`src/rtl/uart_pkg.sv`:
```
// Shared types and defaults for the oversampled UART receiver and transmitter.
package uart_pkg;

   typedef enum logic [2:0] {
      IDLE,
      START,
      DATA,
      STOP,
      WAIT_HIGH
   } state_t;

   localparam int CLK_FREQ  = 1000000;
   localparam int BAUD_RATE = 9600;
   localparam int OS_RATE   = 16;
   localparam int DATA_BITS = 8;

endpackage

```
`src/rtl/uart_baud_tick.sv`:
```
// Oversampling tick: one-clk pulse every clk_freq/(baud_rate*os_rate) clocks.
module uart_baud_tick
   import uart_pkg::*;
#(
   parameter int clk_freq  = CLK_FREQ,
   parameter int baud_rate = BAUD_RATE,
   parameter int os_rate   = OS_RATE
) (
   input  logic clk,
   input  logic rst,
   output logic tick
);

   localparam int tick_div = clk_freq / (baud_rate * os_rate);
   localparam int cw       = (tick_div > 1) ? $clog2(tick_div) : 1;
   localparam logic [cw-1:0] last = cw'(tick_div - 1);

   if (tick_div < 1) begin : g_bad_div
      $error("uart_baud_tick: clk_freq too low for baud_rate*os_rate");
   end

   logic [cw-1:0] cnt;

   always_ff @(posedge clk) begin
      if (rst)
         cnt <= '0;
      else if (cnt == last)
         cnt <= '0;
      else
         cnt <= cnt + 1'b1;
   end

   assign tick = (cnt == last);

endmodule

```
`src/rtl/uart_rx_os16.sv`:
```
// 16x-oversampled 8N1 UART receiver with mid-bit sampling, false-start
// rejection, framing-error detection and a one-byte valid/ready output.
module uart_rx_os16
   import uart_pkg::*;
#(
   parameter int clk_freq  = CLK_FREQ,
   parameter int baud_rate = BAUD_RATE,
   parameter int os_rate   = OS_RATE
) (
   input  logic       clk,
   input  logic       rst,
   input  logic       rx,
   input  logic       rx_ready,
   output logic [7:0] rx_data,
   output logic       rx_valid,
   output logic       frame_err,
   output logic       overrun,
   output logic       busy
);

   localparam int ow = $clog2(os_rate);
   localparam logic [ow-1:0] os_half  = ow'(os_rate / 2 - 1);
   localparam logic [ow-1:0] os_last  = ow'(os_rate - 1);
   localparam logic [2:0]    last_bit = 3'(DATA_BITS - 1);

   if (os_rate < 4 || (os_rate % 2) != 0) begin : g_bad_os
      $error("uart_rx_os16: os_rate must be even and >= 4");
   end

   logic                 tick;
   logic                 rx_m, rx_s;
   state_t               state, state_n;
   logic [ow-1:0]        os_cnt, os_n;
   logic [2:0]           bit_cnt, bit_n;
   logic [DATA_BITS-1:0] shift_r, shift_n;
   logic                 byte_done, ferr;
   logic                 accept;

   uart_baud_tick #(
      .clk_freq (clk_freq),
      .baud_rate(baud_rate),
      .os_rate  (os_rate)
   ) u_tick (
      .clk (clk),
      .rst (rst),
      .tick(tick)
   );

   // Sync flops reset high so a reset never looks like a start edge.
   always_ff @(posedge clk) begin
      if (rst) begin
         rx_m <= 1'b1;
         rx_s <= 1'b1;
      end else begin
         rx_m <= rx;
         rx_s <= rx_m;
      end
   end

   always_comb begin
      state_n   = state;
      os_n      = os_cnt;
      bit_n     = bit_cnt;
      shift_n   = shift_r;
      byte_done = 1'b0;
      ferr      = 1'b0;
      case (state)
         IDLE: begin
            if (!rx_s) begin
               state_n = START;
               os_n    = '0;
            end
         end
         START: begin
            if (tick) begin
               if (os_cnt == os_half) begin
                  if (rx_s) begin
                     state_n = IDLE;
                  end else begin
                     os_n    = '0;
                     bit_n   = '0;
                     state_n = DATA;
                  end
               end else begin
                  os_n = os_cnt + 1'b1;
               end
            end
         end
         DATA: begin
            if (tick) begin
               if (os_cnt == os_last) begin
                  shift_n = {rx_s, shift_r[DATA_BITS-1:1]};
                  os_n    = '0;
                  bit_n   = bit_cnt + 1'b1;
                  if (bit_cnt == last_bit)
                     state_n = STOP;
               end else begin
                  os_n = os_cnt + 1'b1;
               end
            end
         end
         STOP: begin
            if (tick) begin
               if (os_cnt == os_last) begin
                  if (rx_s) begin
                     byte_done = 1'b1;
                     state_n   = IDLE;
                  end else begin
                     ferr    = 1'b1;
                     state_n = WAIT_HIGH;
                  end
               end else begin
                  os_n = os_cnt + 1'b1;
               end
            end
         end
         WAIT_HIGH: begin
            if (rx_s)
               state_n = IDLE;
         end
         default: state_n = IDLE;
      endcase
   end

   assign accept = rx_valid & rx_ready;

   always_ff @(posedge clk) begin
      if (rst) begin
         state     <= IDLE;
         os_cnt    <= '0;
         bit_cnt   <= '0;
         shift_r   <= '0;
         rx_data   <= 8'h00;
         rx_valid  <= 1'b0;
         frame_err <= 1'b0;
         overrun   <= 1'b0;
      end else begin
         state     <= state_n;
         os_cnt    <= os_n;
         bit_cnt   <= bit_n;
         shift_r   <= shift_n;
         frame_err <= ferr;
         overrun   <= byte_done & rx_valid & ~accept;
         // An accept in the completion clk frees the slot for the new byte.
         if (byte_done && (!rx_valid || accept)) begin
            rx_data  <= shift_r;
            rx_valid <= 1'b1;
         end else if (accept) begin
            rx_valid <= 1'b0;
         end
      end
   end

   assign busy = (state != IDLE);

endmodule

```
`config.mk`:
```
export PLATFORM = sky130hd
export DESIGN_NAME = uart_rx_os16
export DESIGN_NICKNAME = d
export VERILOG_FILES = /design/src/rtl/uart_pkg.sv /design/src/rtl/uart_baud_tick.sv /design/src/rtl/uart_rx_os16.sv
export SDC_FILE = /design/constraint.sdc
export NUM_CORES = 1
export LEC_CHECK = 0
export CAP_MARGIN = 10
export CORE_UTILIZATION = 45
export DETAILED_ROUTE_END_ITERATION = 12
export PLACE_DENSITY = 0.77
export SYNTH_ARGS = -nofsm -noshare
export SYNTH_HDL_FRONTEND = slang
export SYNTH_SLANG_ARGS = --single-unit
```
`constraint.sdc`:
```
create_clock -name clk -period 1.79 [get_ports clk]
set_clock_uncertainty 0.1 [all_clocks]
set_input_delay 0.2685 -clock clk [delete_from_list [all_inputs] [get_ports clk]]
set_output_delay 0.2685 -clock clk [all_outputs]
set_load 0.01 [all_outputs]
```
; ---- After elaboration in Yosys (flattened, before gate mapping)
; Index checks and enable logic that the tools add are counted.
[totals]
regBits = 34
input_bits = 4
output_inout_bits = 12
elab_cells = 87
[op_classes]
add_sub_neg = 3
eq_ne = 19
n_mux = 33
bitwise = 7
n_reduce_logical = 14
[op_table]
columns = operator, n
row1 = 3-bit two-way mux, 15
row2 = 4-bit two-way mux, 7
row3 = "2-bit != test, second input constant", 11
row4 = 4-bit case mux with 4 select lines, 1
row5 = 3-bit case mux with 5 select lines, 1
row6 = "3-bit == test, second input constant", 3
row7 = 9-bit AND reduction, 1
row8 = 1-bit two-way mux, 7
row9 = "3-bit by 1-bit adder with 3-bit output, second input constant", 2
row10 = "3-bit by 2-bit == test with 1-bit output, second input constant", 2
row11 = 3-bit case mux with 2 select lines, 1
row12 = 6-bit AND reduction, 1
row13 = 5-bit AND reduction, 1
row14 = "4-bit by 1-bit adder with 4-bit output, second input constant", 1
row15 = "4-bit by 3-bit == test with 1-bit output, second input constant", 1
row16 = "4-bit == test, second input constant", 1
row17 = 1-bit inverter, 4
row18 = 2-bit nonzero test, 2
row19 = 4-bit nonzero test, 1
row20 = 4-bit OR reduction, 1
row21 = 1-bit AND, 3
row22 = "3-bit by 1-bit == test with 1-bit output, second input constant", 1
row23 = 3-bit zero test, 1
row24 = 3-bit AND reduction, 1
row25 = other kinds (6), 6

; ---- Logic depth before layout (Yosys ltp)
; Gate-level depths: netlist of the first run.
[depth]
word_depth = 6
mapped_depth = 7
ltp_nobuf = 7

; ---- By module
; From an unflattened synthesis of the first run, not the netlist that was laid out.
[unflattened]
hier_cells = 173
hier_area_um2 = 1555.2
[modules_own_cells]
columns = mod, n_inst, cells_each, area_per_inst_um2, seq_area_each_um2
row1 = uart_rx_os16, 1, 160, 1421.4, 620.6
row2 = uart_baud_tick, 1, 13, 133.9, 60.1

; ---- Worst setup path before layout of the first run
; No wires, ideal clock.
[synth_path]
kind = register -> register
startpoint = register os_cnt[0]
endpoint = register state[1]
t_arrival_ns = 1.604
path_slack_ns = -0.033
stages_incl_launch_ff = 8
path_buffers = 1
cell_sequence = dfxtp_1 ha_1 and3_1 buf_2 nor2_1 a2111oi_4 mux2i_1 a21oi_1
[synth_between]
elab_chain_cells = 3
word_cells_on_any_way = 6
classes_between = eq/ne (5) / reduce/logical (1)
[synth_rtl]
columns = element, line_no
row1 = start: declaration, uart_rx_os16.sv:33  ; logic [ow-1:0] os_cnt, os_n;
row2 = start signal: assignment, uart_rx_os16.sv:139  ; os_cnt <= os_n;
row3 = 4-bit == test or 4-bit by 3-bit == test with 1-bit output (tied branches), "uart_rx_os16.sv:91, uart_rx_os16.sv:104, uart_rx_os16.sv:76"
row4 = 2-bit != test (no source line), -
row5 = 9-bit AND reduction (no source line) *, -
row6 = end signal: assignment, uart_rx_os16.sv:138  ; state <= state_n;
row7 = end: declaration, uart_rx_os16.sv:32  ; state_t state, state_n;
; Every way passes the cells marked *; elsewhere a longest branch is shown, timed or not.
; A chain may end at the register's enable or synchronous reset.

; ---- Final worst setup path of the first run
[layout_path]
startpoint = register state[1]
endpoint = register state[1]
[layout_between]
elab_chain_cells = 3
word_cells_on_any_way = 16
classes_between = eq/ne (13) / mux (1) / reduce/logical (2)
[layout_rtl]
columns = element, line_no
row1 = 3-bit by 2-bit == test with 1-bit output (tied with other cells), uart_rx_os16.sv:67  ; case (state)
row2 = 2-bit != test (no source line), -
row3 = 9-bit AND reduction (no source line), -
; Several ways; a longest one is shown, not always the timed one.

==> metrics.cfg, run 1 <==
[place]
place_congestion=0.910
dp_hpwl_um=2290
dpl-instance-area_mm2=0.00189
portBuffers=15

[cells_and_area]
fin_area_mm2=0.00209
mostFrequentLayoutCells=28 x nor2_1, 28 x dfxtp_1, 23 x buf_4
final_util=0.622
fillers=285
n_antenna_cell=0
multiInputGateArea_um2=907
nNetsFinal=209
area.sequential_um2=691
synthToLayoutAreaGrowth_pct=32.1
drive_gt1_frac=0.328

[worst_setup_path]
critical_path.max_fanout=7
worstPathRequired_ns=1.94
crit_type=flip-flop to flip-flop
end_kind=flip-flop
startpoint_type=flip-flop
cp_data_arrival_time_ns=2.01

[synthesis]
synth_area_mm2=0.00158
synth_xor_area_frac=0.0111
syn_avg_cell_area_um2=9.66
ys_types=39
syn_nets=173
synth_top_family_by_area=simple AND/OR/NAND/NOR gates
synth-edff-count=0
synthSimpleGateAreaFrac=0.214
synthAdderAreaFrac=0.0395
yosysWarnings=0
synth_flop_cell=dfxtp_1
synth_cells=164
async_reset_ff_frac=0
synthMuxAreaShare=0.146
synth-seq-area-share=0.430
synth-compound-area-share=0.0979
ys_ff_latch=34

[grt]
grt_max_degree=14
track_usage=0.188
grt_pass1_wl_um=5090
grt_pass1_vias=1213
antenna_found_initial=0
grt_overflow_total=0

[clock_network]
clk_pin_slew_ns=0.12
clockRootBuffer=clkbuf_4
clock_path_buffers=2
cts_sinks=34
clock_latency_ns=0.35
htreeDepth=2
cts_hold_buf=0
cts_tree=built
cts_buffers=5

[flow_run]
maxCapViolCount=0

[power_and_ir_drop]
p_seq_frac=0.498
power_density_mw_per_mm2=764
p_int_mw=1.19
clkPwrFrac=0.357
switching_share=0.258
p_sw_mw=0.412
pwr-share-comb=0.145
leakagePower_nw=0.847
vdd_drop_max_mv=0.521

[die]
die_h_um=61.3
io_pins=16
row_count=21
start_util=0.471
dieArea_mm2=0.00376
core_area_mm2=0.00336
dieWidth_um=61.3

[routing]
drc=0
ant_nets=0
drt_first_pass_iters=6
drt-initial-drc-count=35
wire_per_inst_um=13.6
vias_per_cell=5.36
via_count=1324
wl_um=3360

[sta]
period_share=1.04
maxSlewViolCount=0
setup_violations=3
finalHoldViolations=0
fin_ws_ns=-0.0700
max_slew_margin=0.727
worstMarginPinSlew_ns=0.409
fin_crit_ns=1.86
fmax_ghz=0.538
grt_setup_unrepaired=yes

[run_status]
status=finished with violations
violations=setup timing

[hold_path]
hold_path.class=flip-flop to flip-flop

[cells in the mapped netlist (all sizes together), types with 3 or more instances]
cell	count	area share
inv	3	0.0071
dfxtp	34	0.43
or2	5	0.020
a21oi	7	0.022
and3	3	0.012
ha	5	0.039
nor2	30	0.071
mux2i	22	0.14
nand2	7	0.017
nor3	7	0.022
clkbuf	3	0.013
buf	8	0.041
[state kept, by name, summed over array words and instances (netlist names), 3 cells and up]
name / cells
os_cnt: 4
rx_data: 8
shift_r: 8
bit_cnt: 3
state: 3
u_tick.cnt: 3
[critical path: stages (launching register included)]
cell       delay, ns
dfxtp_4         0.40
buf_4           0.17
nor3_4          0.20
a211oi_2        0.09
a2111oi_4       0.46
mux2i_1         0.25
a21oi_1         0.09
[power by group through the flow]
stage / Sequential (mW) / Combinational [mW] / Clock (mW)
6_report: 0.796 / 0.231 / 0.572
5_1_grt: 0.798 / 0.250 / 0.618
4_1_cts: 0.792 / 0.199 / 0.587
3_5_place_dp: 0.806 / 0.197 / 0
3_3_place_gp: 0.804 / 0.187 / 0
2_1_floorplan: 0.800 / 0.140 / 0
[final cells by class]
class,instances,area share
flip-flops and latches,34,0.330
clock inverters,3,0.0215
clock buffers,5,0.0179
inverters,3,0.00538
repair buffers,40,0.164
well taps,46,0.0275
multi-input cells,116,0.434
[what timing repair did]
| item | in CTS | in global routing |
|---|---|---|
| setup endpoints to repair | 16 | 17 |
| buffers inserted | 0 | 1 |
| cloned | 0 | 1 |
| pin swaps | 3 | 5 |
| gates resized for setup | 13 | 22 |
[metrics by stage]
step	hold WS, ns	instances	setup slack (ns)	total power, mW	setup TNS [ns]
floorplan	0.272	164	0.00402	0.940	0
global placement	0.296	237	0.0283	0.991	0
detailed placement	0.297	237	-0.0794	1.00	-0.278
CTS	0.327	245	0.000135	1.58	0
global route	0.344	247	-0.0898	1.67	-0.411
finish	0.320	247	-0.0700	1.60	-0.129
[per-layer routing]
layer,vias to the layer above,track usage,part of all wire
met1,640,0.213,0.40
met4,0,0.0762,0.024
met5,-,0,0
li1,645,-,-
met2,32,0.331,0.54
met3,7,0.0567,0.036
[cell families after synthesis]
family | Yosys count
buffers and inverters | 14
AO/OA/AOI/OAI | 18
adder cells (fa/ha/maj) | 5
AND/OR/NAND/NOR | 68
flip-flops | 34
multiplexers | 23
XOR/XNOR | 2
[final timing paths]
path | end | start | cells after the start | slack [ns]
max | state[1] | state[1] | 6 | -0.07
min | rx_s | rx_m | 1 | 0.32
max reg2reg | state[1] | state[1] | 6 | -0.07
min reg2reg | rx_s | rx_m | 1 | 0.32
Power figures use the tool's default switching activity.
==> inputs of run 2 (changes only) <==
--- a/config.mk
+++ b/config.mk
@@ -9,6 +9,7 @@
 export CORE_UTILIZATION = 45
 export DETAILED_ROUTE_END_ITERATION = 12
 export PLACE_DENSITY = 0.77
+export SKIP_LAST_GASP = 1
 export SYNTH_ARGS = -nofsm -noshare
 export SYNTH_HDL_FRONTEND = slang
 export SYNTH_SLANG_ARGS = --single-unit
==> results of run 2 <==
The final DEF is identical to that of run 1; final timing and power are the same.
==> inputs of run 3 (changes only) <==
==> constraint.sdc (replaced) <==
create_clock -name clk -period 1.79 [get_ports clk]
set_clock_uncertainty 0.1 [all_clocks]
set_input_delay 0.358 -clock clk [delete_from_list [all_inputs] [get_ports clk]]
set_output_delay 0.358 -clock clk [all_outputs]
set_load 0.01 [all_outputs]
==> run 3 against run 2 <==
The flow still finishes with violations (setup timing). Cell count is the same. Flip-flop and latch count is the same. First-iteration DRC count down 29%. Worst setup slack improved by 0.046 ns. Count of clock-buffer cells in the layout grew 1. Hold slack got worse by 0.032 ns. Die area did not move. Register-to-register slack improved by 0.05 ns. Critical endpoint is now bit_cnt[1]. Highest routed layer unchanged.
==> metrics.cfg, run 3 (same netlist as run 1, synthesis figures left out) <==
[worst_setup_path]
reg2reg_depth=6  ; unchanged
critical_path.max_fanout=7  ; unchanged
crit_type=flip-flop to flip-flop
rrSetupSlack_ns=-0.02  ; +0.05 ns
cpPeakStageDelay_ns=0.52  ; +0.06 ns
cp_top_family=simple AND/OR/NAND/NOR gates
slowest_stage=or4_4
crit_buf_inv=1  ; unchanged
crit_chain=buf_6 > xnor2_4 > a311oi_2 > or4_4 > or2_0 > a21oi_1
startpoint_type=flip-flop
end_kind=flip-flop
reg2reg_from=state[1]
cp_data_arrival_time_ns=1.97  ; -0.04 ns
r2r-end=bit_cnt[1]
worstPathRequired_ns=1.94  ; about the same

[cells_and_area]
multiInputGateArea_um2=935  ; +3.0%
mostFrequentLayoutCells=28 x nor2_1, 28 x dfxtp_1, 22 x mux2i_1
top_regs=rx_data x8, shift_r x8, os_cnt x4
drive_gt1_frac=0.328  ; unchanged
synthToLayoutAreaGrowth_pct=35.9
nNetsFinal=210  ; +0.48%
n_antenna_cell=0  ; unchanged
area.sequential_um2=691  ; unchanged
fillers=289  ; +1.4%

[clock_network]
clock_latency_ns=0.34  ; about the same
cts_tree=built
cts_sinks=34  ; unchanged
clk_pin_slew_ns=0.12  ; about the same
cts_buffers=5  ; unchanged
clock_path_buffers=2  ; unchanged
htreeDepth=2  ; unchanged
clockRootBuffer=clkbuf_4

[power_and_ir_drop]
power_density_mw_per_mm2=759  ; -0.66%
switching_share=0.245  ; -0.0126
p_sw_mw=0.401  ; -2.8%
pwr-share-comb=0.157  ; +0.012
p_seq_frac=0.490  ; -0.008
vdd_drop_max_mv=0.619  ; +19%
p_int_mw=1.23  ; +3.9%
leakagePower_nw=0.864  ; +2.0%
clkPwrFrac=0.352  ; -0.005

[sta]
grt_setup_unrepaired=yes
worst_hold_slack_ns=0.288  ; -0.0325 ns
fin_ws_ns=-0.0241  ; +0.0459 ns
period_share=1.01  ; -0.0257
setup_violations=4  ; +1
fin_setup_tns_ns=-0.0571  ; +0.0720 ns
worstMarginPinSlew_ns=0.399  ; -0.0100 ns
fmax_ghz=0.551  ; +2.5%
max_slew_margin=0.733  ; +0.00615
fin_crit_ns=1.81  ; -0.0459 ns
finalHoldViolations=0  ; unchanged
maxSlewViolCount=0  ; unchanged

[routing]
via_count=1322  ; -0.15%
drt_first_pass_iters=4  ; -2
wire_per_inst_um=14.4  ; +6.1%
wl_met1_um=1370  ; +2.2%
drt-initial-drc-count=25  ; -29%
vias_per_cell=5.35  ; -0.15%
ant_nets=0  ; unchanged
drc=0  ; unchanged
met3_wirelength_um=138  ; +15%
top_layer=met4
dr_wl_met2_um=1960  ; +7.8%
wl_um=3570  ; +6.1%

[die]
start_util=0.471  ; unchanged
core_area_mm2=0.00336  ; unchanged
row_count=21  ; unchanged
die_h_um=61.3  ; unchanged
dieArea_mm2=0.00376  ; unchanged
io_pins=16  ; unchanged
dieWidth_um=61.3  ; unchanged

[flow_run]
maxCapViolCount=0  ; unchanged

[grt]
grt_pass1_wl_um=5670  ; +11%
grt_overflow_total=0  ; unchanged
antenna_found_initial=0  ; unchanged
grt_pass1_vias=1305  ; +7.6%
grt_max_degree=29  ; +15
track_usage=0.210  ; +0.0219

[hold_path]
hold_depth=1  ; unchanged
worstHoldStart=rx_m
min_to=rx_s
hold_path.class=flip-flop to flip-flop

[place]
portBuffers=15  ; unchanged
dp_hpwl_um=2420  ; +5.6%
place_congestion=0.838  ; -8.0%
place_ws_ns=-0.108  ; -0.0288 ns

[run_status]
status=finished with violations
violations=setup timing

## run 3: metal layers
| metal | up-vias | global-route usage |
|---|---|---|
| met4 | 0 | 0.0921 |
| met2 | 30 | 0.379 |
| li1 | 645 | - |
| met1 | 637 | 0.218 |
| met3 | 10 | 0.0777 |
| met5 | - | 0 |
## run 3: worst max-delay path by stage
stage               from         end  depth (start not counted)
2_1_floorplan  os_cnt[0]   os_cnt[2]                          6
3_3_place_gp    state[1]    state[1]                          6
3_5_place_dp    state[1]    state[1]                          6
4_1_cts         state[1]        busy                          3
5_1_grt         state[1]  bit_cnt[1]                          6
6_report        state[1]  bit_cnt[1]                          6
## run 3: cell type report
class	count	area share
multi-input combinational	116	0.434
sequential	34	0.321
timing repair buffer	41	0.175
tap	46	0.0267
clock buffer	6	0.0238
clock inverter	1	0.0140
inverter	3	0.00523
## run 3: repair_timing
item	4_1_cts	5_1_grt
buffers inserted	3	0
hold buffers	0	0
gates resized for setup	20	22
cloned	0	1
pin swaps	8	5
endpoints found under the setup margin	19	22
## run 3: power groups by stage
stage	clock (mW)	combinational, mW	sequential (mW)
after floorplan	0	0.140	0.800
after global placement	0	0.189	0.805
after detailed placement	0	0.201	0.808
after CTS	0.585	0.224	0.796
after global routing	0.634	0.276	0.803
final	0.576	0.257	0.801
## run 3: through the flow
step	util	cell area (µm²)	power (mW)	instances
6_report	0.640	2150	1.63	247
5_1_grt	0.640	2150	1.71	247
4_1_cts	0.614	2070	1.60	246
3_5_place_dp	0.564	1900	1.01	236
3_3_place_gp	0.564	1900	0.994	236
2_1_floorplan	-	1580	0.940	164
